`config.mk`:
```
export PLATFORM = sky130hd
export DESIGN_NAME = a5_interrupt_controller
export DESIGN_NICKNAME = d
export VERILOG_FILES = /design/src/rtl/a5_interrupt_controller.sv
export SDC_FILE = /design/constraint.sdc
export NUM_CORES = 1
export LEC_CHECK = 0
export CORE_MARGIN = 3
export CORE_UTILIZATION = 35
export DETAILED_ROUTE_END_ITERATION = 10
export PLACE_DENSITY = 0.7
export SYNTH_ARGS = -nofsm -noshare
export SYNTH_HDL_FRONTEND = slang
export SYNTH_SLANG_ARGS = --single-unit
```
`constraint.sdc`:
```
create_clock -name CLK -period 1.9 [get_ports CLK]
set_input_delay 0.38 -clock CLK [delete_from_list [all_inputs] [get_ports CLK]]
set_output_delay 0.38 -clock CLK [all_outputs]
set_load 0.05 [all_outputs]
```
`src/rtl/a5_interrupt_controller.sv`:
```
// Prioritised, nestable interrupt controller for the A5 core: edge-latched requests,
// per-line mask, in-service tracking for nesting, and vector generation on acknowledge.
module a5_interrupt_controller #(
  parameter int               NUM_IRQ       = 4,
  parameter int               ID_W          = 2,
  parameter int               ADDR_W        = 12,
  parameter logic [ADDR_W-1:0] VECTOR_BASE  = 12'hF00,
  parameter int               VECTOR_STRIDE = 4
) (
  input  logic               CLK,
  input  logic               RST,
  input  logic [NUM_IRQ-1:0] IRQ_IN,
  input  logic               IEN,
  input  logic               MASK_WR,
  input  logic [NUM_IRQ-1:0] MASK_DATA,
  input  logic               INT_ACK,
  input  logic               RETI,
  output logic               INT_REQ,
  output logic [ID_W-1:0]    INT_ID,
  output logic               VECTOR_VALID,
  output logic [ADDR_W-1:0]  VECTOR_ADDR,
  output logic [NUM_IRQ-1:0] PENDING,
  output logic [NUM_IRQ-1:0] IN_SERVICE,
  output logic [NUM_IRQ-1:0] MASK_Q,
  output logic               RETI_ERR
);

  typedef enum logic [1:0] {IDLE, REQ, VECTOR} state_t;

  state_t             state_q, state_d;
  logic [NUM_IRQ-1:0] s1_q, s2_q, s3_q;
  logic [NUM_IRQ-1:0] pending_q, pending_d;
  logic [NUM_IRQ-1:0] isr_q, isr_d;
  logic [NUM_IRQ-1:0] mask_q, mask_d;
  logic               int_req_q, int_req_d;
  logic [ID_W-1:0]    int_id_q, int_id_d;
  logic               vector_valid_q, vector_valid_d;
  logic [ADDR_W-1:0]  vector_addr_q, vector_addr_d;
  logic               reti_err_q, reti_err_d;

  logic [NUM_IRQ-1:0] rise, eligible, ack_clr, reti_clr, id_onehot;
  logic               win_found, isr_found, win_ok;
  logic [ID_W-1:0]    win_idx, isr_idx;

  assign rise      = s2_q & ~s3_q;
  assign eligible  = pending_q & ~mask_q;
  assign id_onehot = NUM_IRQ'(1) << int_id_q;
  // Two's-complement trick isolates the lowest set bit, i.e. the highest-priority service level.
  assign reti_clr  = RETI ? (isr_q & (~isr_q + NUM_IRQ'(1))) : '0;

  always_comb begin
    win_found = 1'b0;
    win_idx   = '0;
    isr_found = 1'b0;
    isr_idx   = '0;
    for (int i = NUM_IRQ - 1; i >= 0; i--) begin
      if (eligible[i]) begin
        win_found = 1'b1;
        win_idx   = ID_W'(i);
      end
      if (isr_q[i]) begin
        isr_found = 1'b1;
        isr_idx   = ID_W'(i);
      end
    end
    win_ok = win_found && (!isr_found || (win_idx < isr_idx));
  end

  always_comb begin
    state_d        = state_q;
    int_req_d      = int_req_q;
    int_id_d       = int_id_q;
    vector_valid_d = 1'b0;
    vector_addr_d  = vector_addr_q;
    ack_clr        = '0;
    case (state_q)
      IDLE: begin
        if (IEN && win_ok) begin
          state_d   = REQ;
          int_id_d  = win_idx;
          int_req_d = 1'b1;
        end
      end
      REQ: begin
        // Acknowledge wins over a simultaneous enable drop or mask change.
        if (INT_ACK) begin
          state_d        = VECTOR;
          ack_clr        = id_onehot;
          int_req_d      = 1'b0;
          vector_valid_d = 1'b1;
          vector_addr_d  = VECTOR_BASE + ADDR_W'(int_id_q) * ADDR_W'(VECTOR_STRIDE);
        end else if (!IEN || mask_q[int_id_q]) begin
          state_d   = IDLE;
          int_req_d = 1'b0;
        end
      end
      VECTOR: state_d = IDLE;
      default: begin
        state_d   = IDLE;
        int_req_d = 1'b0;
      end
    endcase
    pending_d  = (pending_q & ~ack_clr) | rise;
    isr_d      = (isr_q & ~reti_clr) | ack_clr;
    mask_d     = MASK_WR ? MASK_DATA : mask_q;
    reti_err_d = reti_err_q | (RETI && (isr_q == '0));
  end

  always_ff @(posedge CLK or posedge RST) begin
    if (RST) begin
      state_q        <= IDLE;
      s1_q           <= '0;
      s2_q           <= '0;
      s3_q           <= '0;
      pending_q      <= '0;
      isr_q          <= '0;
      mask_q         <= '1;
      int_req_q      <= 1'b0;
      int_id_q       <= '0;
      vector_valid_q <= 1'b0;
      vector_addr_q  <= '0;
      reti_err_q     <= 1'b0;
    end else begin
      state_q        <= state_d;
      s1_q           <= IRQ_IN;
      s2_q           <= s1_q;
      s3_q           <= s2_q;
      pending_q      <= pending_d;
      isr_q          <= isr_d;
      mask_q         <= mask_d;
      int_req_q      <= int_req_d;
      int_id_q       <= int_id_d;
      vector_valid_q <= vector_valid_d;
      vector_addr_q  <= vector_addr_d;
      reti_err_q     <= reti_err_d;
    end
  end

  assign INT_REQ      = int_req_q;
  assign INT_ID       = int_id_q;
  assign VECTOR_VALID = vector_valid_q;
  assign VECTOR_ADDR  = vector_addr_q;
  assign PENDING      = pending_q;
  assign IN_SERVICE   = isr_q;
  assign MASK_Q       = mask_q;
  assign RETI_ERR     = reti_err_q;

endmodule

```
; Word level (Yosys, flattened, before mapping)
; Index checks and enable logic that the tools add are counted.
[word_totals]
output_inout_bits = 29
in_bits = 14
word_cells = 79
regBits = 43
[classes]
n_bitwise = 14
mux = 31
reduce_logical = 13
eq_ne = 4
shift = 1
n_lt_le_gt_ge = 2
add_sub_neg = 2
[ops]
columns = op, count
row1 = $mux W2, 11
row2 = $and A4 B4 Y4, 5
row3 = $not A4 Y4, 5
row4 = $mux W1, 14
row5 = $mux W4, 3
row6 = $add A9 B5 Y10 const A, 1
row7 = $or A4 B4 Y4, 2
row8 = $reduce_and A2 Y1, 3
row9 = $add A4 B1 Y4 const B, 1
row10 = $logic_not A4 Y1, 1
row11 = $pmux W2 S2, 1
row12 = $shl A1 B2 Y4 const A, 1
row13 = $logic_and A1 B1 Y1, 3
row14 = $lt A2 B3 Y1 const B, 1
row15 = $ne A3 B3 Y1 const B, 1
row16 = $pmux W1 S3, 1
row17 = $reduce_and A3 Y1, 1
row18 = $bmux W1 S2, 1
row19 = $eq A2 B1 Y1 const B, 1
row20 = $eq A2 B2 Y1 const B, 1
row21 = $logic_not A1 Y1, 2
row22 = $logic_not A2 Y1, 1
row23 = $logic_or A1 B1 Y1, 2
row24 = $lt A2 B2 Y1, 1
row25 = 3 further kinds, 3

; Logic depth before layout (Yosys ltp)
[logic_depth]
depth_word = 12
ltp_mapped = 9
ltp_nobuf = 9

; Worst setup path after synthesis
; OpenSTA, ideal clock, no wires.
[synth_timing]
path_kind = register to register
startpoint = register mask_q[1] (netlist: MASK_Q[1])
endpoint = register int_id_q[1] (netlist: INT_ID[1])
path_stages_with_launch = 10
arrival_time_ns = 2.291
setup_time_ns = 0.125
t_required_ns = 1.775
n_path_buf = 0
slack_ns = -0.516
synth_period_minus_slack_ns = 2.416
cell_sequence = dfstp_2 -> nand2b_4 -> and2_4 -> nor2b_1 -> ha_1 -> o21ai_0 -> a211oi_1 -> a211oi_4 -> o21ai_2 -> mux2_4
[synth_via]
elab_chain_cells = 9
elab_cells_between_ends = 11
classes_between = order compare (1) / mux (4) / bitwise (2) / reduce/logical (4)
[synth_lines]
columns = item, line_no
row1 = "start, declared", 34  ; logic [NUM_IRQ-1:0] mask_q, mask_d;
row2 = "start signal, assigned", 130  ; mask_q <= mask_d;
row3 = $not A4 Y4 (*), 46  ; assign eligible = pending_q & ~mask_q;
row4 = $and A4 B4 Y4 (*), 46
row5 = $mux W2 (*) (2 in a row), 57  ; if (eligible[i]) begin
row6 = named net win_idx[1], 43  ; logic [ID_W-1:0] win_idx, isr_idx;
row7 = $lt A2 B2 Y1, 66  ; win_ok = win_found && (!isr_found || (win_idx < isr_idx));
row8 = $logic_or A1 B1 Y1, 66
row9 = $logic_and A1 B1 Y1, 66
row10 = $logic_and A1 B1 Y1, 78  ; if (IEN && win_ok) begin
row11 = $reduce_and A2 Y1 (no line), --
row12 = "end signal, assigned", 132  ; int_id_q <= int_id_d;
row13 = "end, declared", 36  ; logic [ID_W-1:0] int_id_q, int_id_d;
; Mark *: on every way through the listed nets, which the timed path passes. The rest lies on a longest branch.
; A chain may end at the register's enable or synchronous reset.

; Final worst setup path
; Same ends and word-level chain as after synthesis.

==> flow_metrics.py <==
metrics = {
    "critical_path": {
        "reg2reg_slack_ns": -0.14,
        "arrival_ns": 2.20,
        "worstSetupStartpointType": "register",
        "crit_slowest_cell": "dfstp_2",
        "worstSetupPathType": "register to register",
        "cp_slowest_stage_delay_ns": 0.53,
        "cp_cell_sequence": "nand2b_4, and2_4, nor2b_4, ha_4, nor2_4, a211oi_2, a211oi_4, o21ai_2, mux2_4",
        "cp-end-kind": "register",
        "cp.required_ns": 2.06,
        "cp_max_fo": 2,
    },
    "synth": {
        "synth_area_per_cell_um2": 11.5,
        "netlist_instances": 122,
        "ys_top_cells_by_area": "dfrtp_1, dfstp_2, nand2_1",
        "ys_async_sr_fraction_pct": 100,
        "synth.distinct_cells": 29,
        "yosysSeqAreaShare_pct": 61.2,
        "ys_top_cells_by_count": "dfrtp_1, nand2_1, o21ai_0",
        "synthMostInstantiatedCell": "dfrtp_1",
        "synth.ff_latch_count": 34,
        "synth_top_area_share_pct": 53.7,
        "yosys_most_used_dff": "dfrtp_1",
        "ys_warn_count": 0,
        "synth_edf_count": 0,
        "netlist_area_um2": 1400,
        "synth.largest_area_cell": "dfrtp_1",
    },
    "cts": {
        "clk_pin_slew_ns": 0.06,
        "cts_tree": "built",
        "postCtsHoldBufs": 0,
        "cts_buffers": 5,
        "clock_sinks": 34,
        "ctsHtreeMaxLevel": 2,
        "clockBufferDepth": 2,
        "cts_root_buf": "clkbuf_8",
        "clk_latency_ns": 0.28,
    },
    "power_and_ir_drop": {
        "seq_power_share_pct": 33.8,
        "switchingPower_mw": 1.18,
        "swShare_pct": 40.9,
        "fin_total_pwr_mw": 2.87,
        "p_int_mw": 1.70,
        "power_density_nw_per_um2": 1410,
        "vdd_drop_max_mv": 0.649,
        "clkPwrFrac_pct": 16.5,
        "combPwrFrac_pct": 49.6,
        "leakagePower_nw": 1.00,
    },
    "layout": {
        "final_cell_count_no_fill": 233,
        "design_area_um2": 2040,
        "utilization_pct": 54.6,
        "diodes": 0,
        "area_growth_pct": 46.1,
        "drive_gt1_share_pct": 43.2,
        "finalNetCount": 200,
    },
    "global_routing": {
        "grt_max_degree": 35,
        "grt_usage_pct": 14.0,
        "grt_pass1_wl_um": 5280,
        "grt_pass1_vias": 1147,
        "antenna_found_initial": 0,
        "grt.overflow.total": 0,
    },
    "floorplan": {
        "design.die.area_um2": 4790,
        "die_x_um": 69.2,
        "rows": 22,
        "io_pins": 43,
        "core_um2": 3740,
        "die_h_um": 69.2,
        "initial_core_util_pct": 37.4,
    },
    "sta": {
        "tightestPinTransition_ns": 0.505,
        "setup_slack_ns": -0.143,
        "holdWs_ns": 0.352,
        "rsz0062_at_grt": "yes",
        "skew_ns": 0.00260,
        "setup_viol": 4,
        "period_minus_slack_ns": 2.04,
        "setup-tns-final_ns": -0.356,
        "hold_violations": 0,
        "fmax_mhz": 489,
        "fin_crit_sh_pct": 108,
        "slew_headroom_pct": 66.2,
        "slew_viol_final": 0,
    },
    "route": {
        "vias_per_cell": 4.57,
        "route.detailed.drc": 0,
        "ant_nets": 0,
        "drt_iter0_drc": 17,
        "num_vias": 1064,
        "wirelength_um": 2950,
        "dr.pass1.iters": 4,
        "wl_per_cell_um": 12.7,
    },
    "status": {
        "status": "finished, violations left",
        "violations": "negative setup slack",
    },
    "placed_design": {
        "placed_cell_area_um2": 1910,
        "place_hpwl_um": 2210,
        "place_congestion": 0.805,
        "dp_cells": 222,
        "port_buffers": 36,
        "pre_cts_slack_ns": -0.212,
    },
    "min_path": {
        "hold_path_class": "register to register",
    },
    "job": {
        "cap_violations": 0,
    },
}
==> routing by layer <==
layer	share of wire, %	GRT usage [%]
met4	2.9	6.51
met3	6.5	5.80
met2	49	22.2
met1	41	16.5
met5	0	0
==> power by group through the flow <==
stage	combinational, mW	sequential (mW)	clock (mW)
2_1_floorplan	0.495	1.36	0
3_3_place_gp	1.32	0.973	0
3_5_place_dp	1.35	0.979	0
4_1_cts	1.38	0.975	0.498
5_1_grt	1.52	0.992	0.535
6_report	1.43	0.973	0.475
==> cells in the final DEF, fill, tap and decap left out, drive strengths merged, types with 5 or more instances in the layout <==
cell type       n
o21ai          14
buf            46
conb            6
nand2          21
nor2            6
clkbuf          5
inv            10
nand2b          5
dfrtp          30
clkdlybuf4s50  15
==> sequential cells by signal (all words and copies together) (netlist names), 3 cells and up <==
signal / cells
IN_SERVICE: 4
MASK_Q: 4
PENDING: 4
VECTOR_ADDR: 3
s1_q: 4
s2_q: 4
s3_q: 4
==> layout make-up <==
cell class | instances | area, um^2
fill | 334 | 1700
sequential | 34 | 856
multi-input combinational | 73 | 515
timing repair buffer | 61 | 495
clock buffer | 5 | 68.8
tap | 48 | 60.1
inverter | 10 | 37.5
clock inverter | 2 | 10.0
==> critical path, delay by kind of cell, from the launching register on <==
kind,cells,cell delay (ns)
flops,1,0.53
mux,1,0.32
fa+ha+maj,1,0.22
simple gates,4,0.52
compound gates,3,0.34
==> path summary, 6_finish.rpt <==
check / end / cells past startpoint / start
hold reg to reg: s2_q[1]$_DFF_PP0_ / 0 / s1_q[1]$_DFF_PP0_
min in group asynchronous: s1_q[0]$_DFF_PP0_ / 3 / RST
hold / removal: s2_q[1]$_DFF_PP0_ / 0 / s1_q[1]$_DFF_PP0_
setup reg to reg: INT_ID[1]$_DFFE_PP0P_ / 9 / MASK_Q[1]$_DFFE_PP1P_
max in group asynchronous: MASK_Q[2]$_DFFE_PP1P_ / 3 / RST
setup / recovery: INT_ID[1]$_DFFE_PP0P_ / 9 / MASK_Q[1]$_DFFE_PP1P_
==> cells by family (layout without fill, tap and decap cells) <==
logic type / count (synthesis) / after routing / synth area share, %
flops: 34 / 34 / 61.2
simple gates: 40 / 40 / 14.7
buf+inv: 20 / 78 / 8.32
mux: 5 / 5 / 5.10
fa+ha+maj: 1 / 1 / 0.894
other cells: 1 / 6 / 0.268
compound gates: 21 / 21 / 9.57
==> timing repair <==
action                     in CTS  in global routing
setup buffers                   2                  3
setup endpoints to repair       4                  4
pin swaps                       5                  2
hold endpoints to repair        0                  0
resized for setup               5                  1
(Power assumes the default switching activity.)
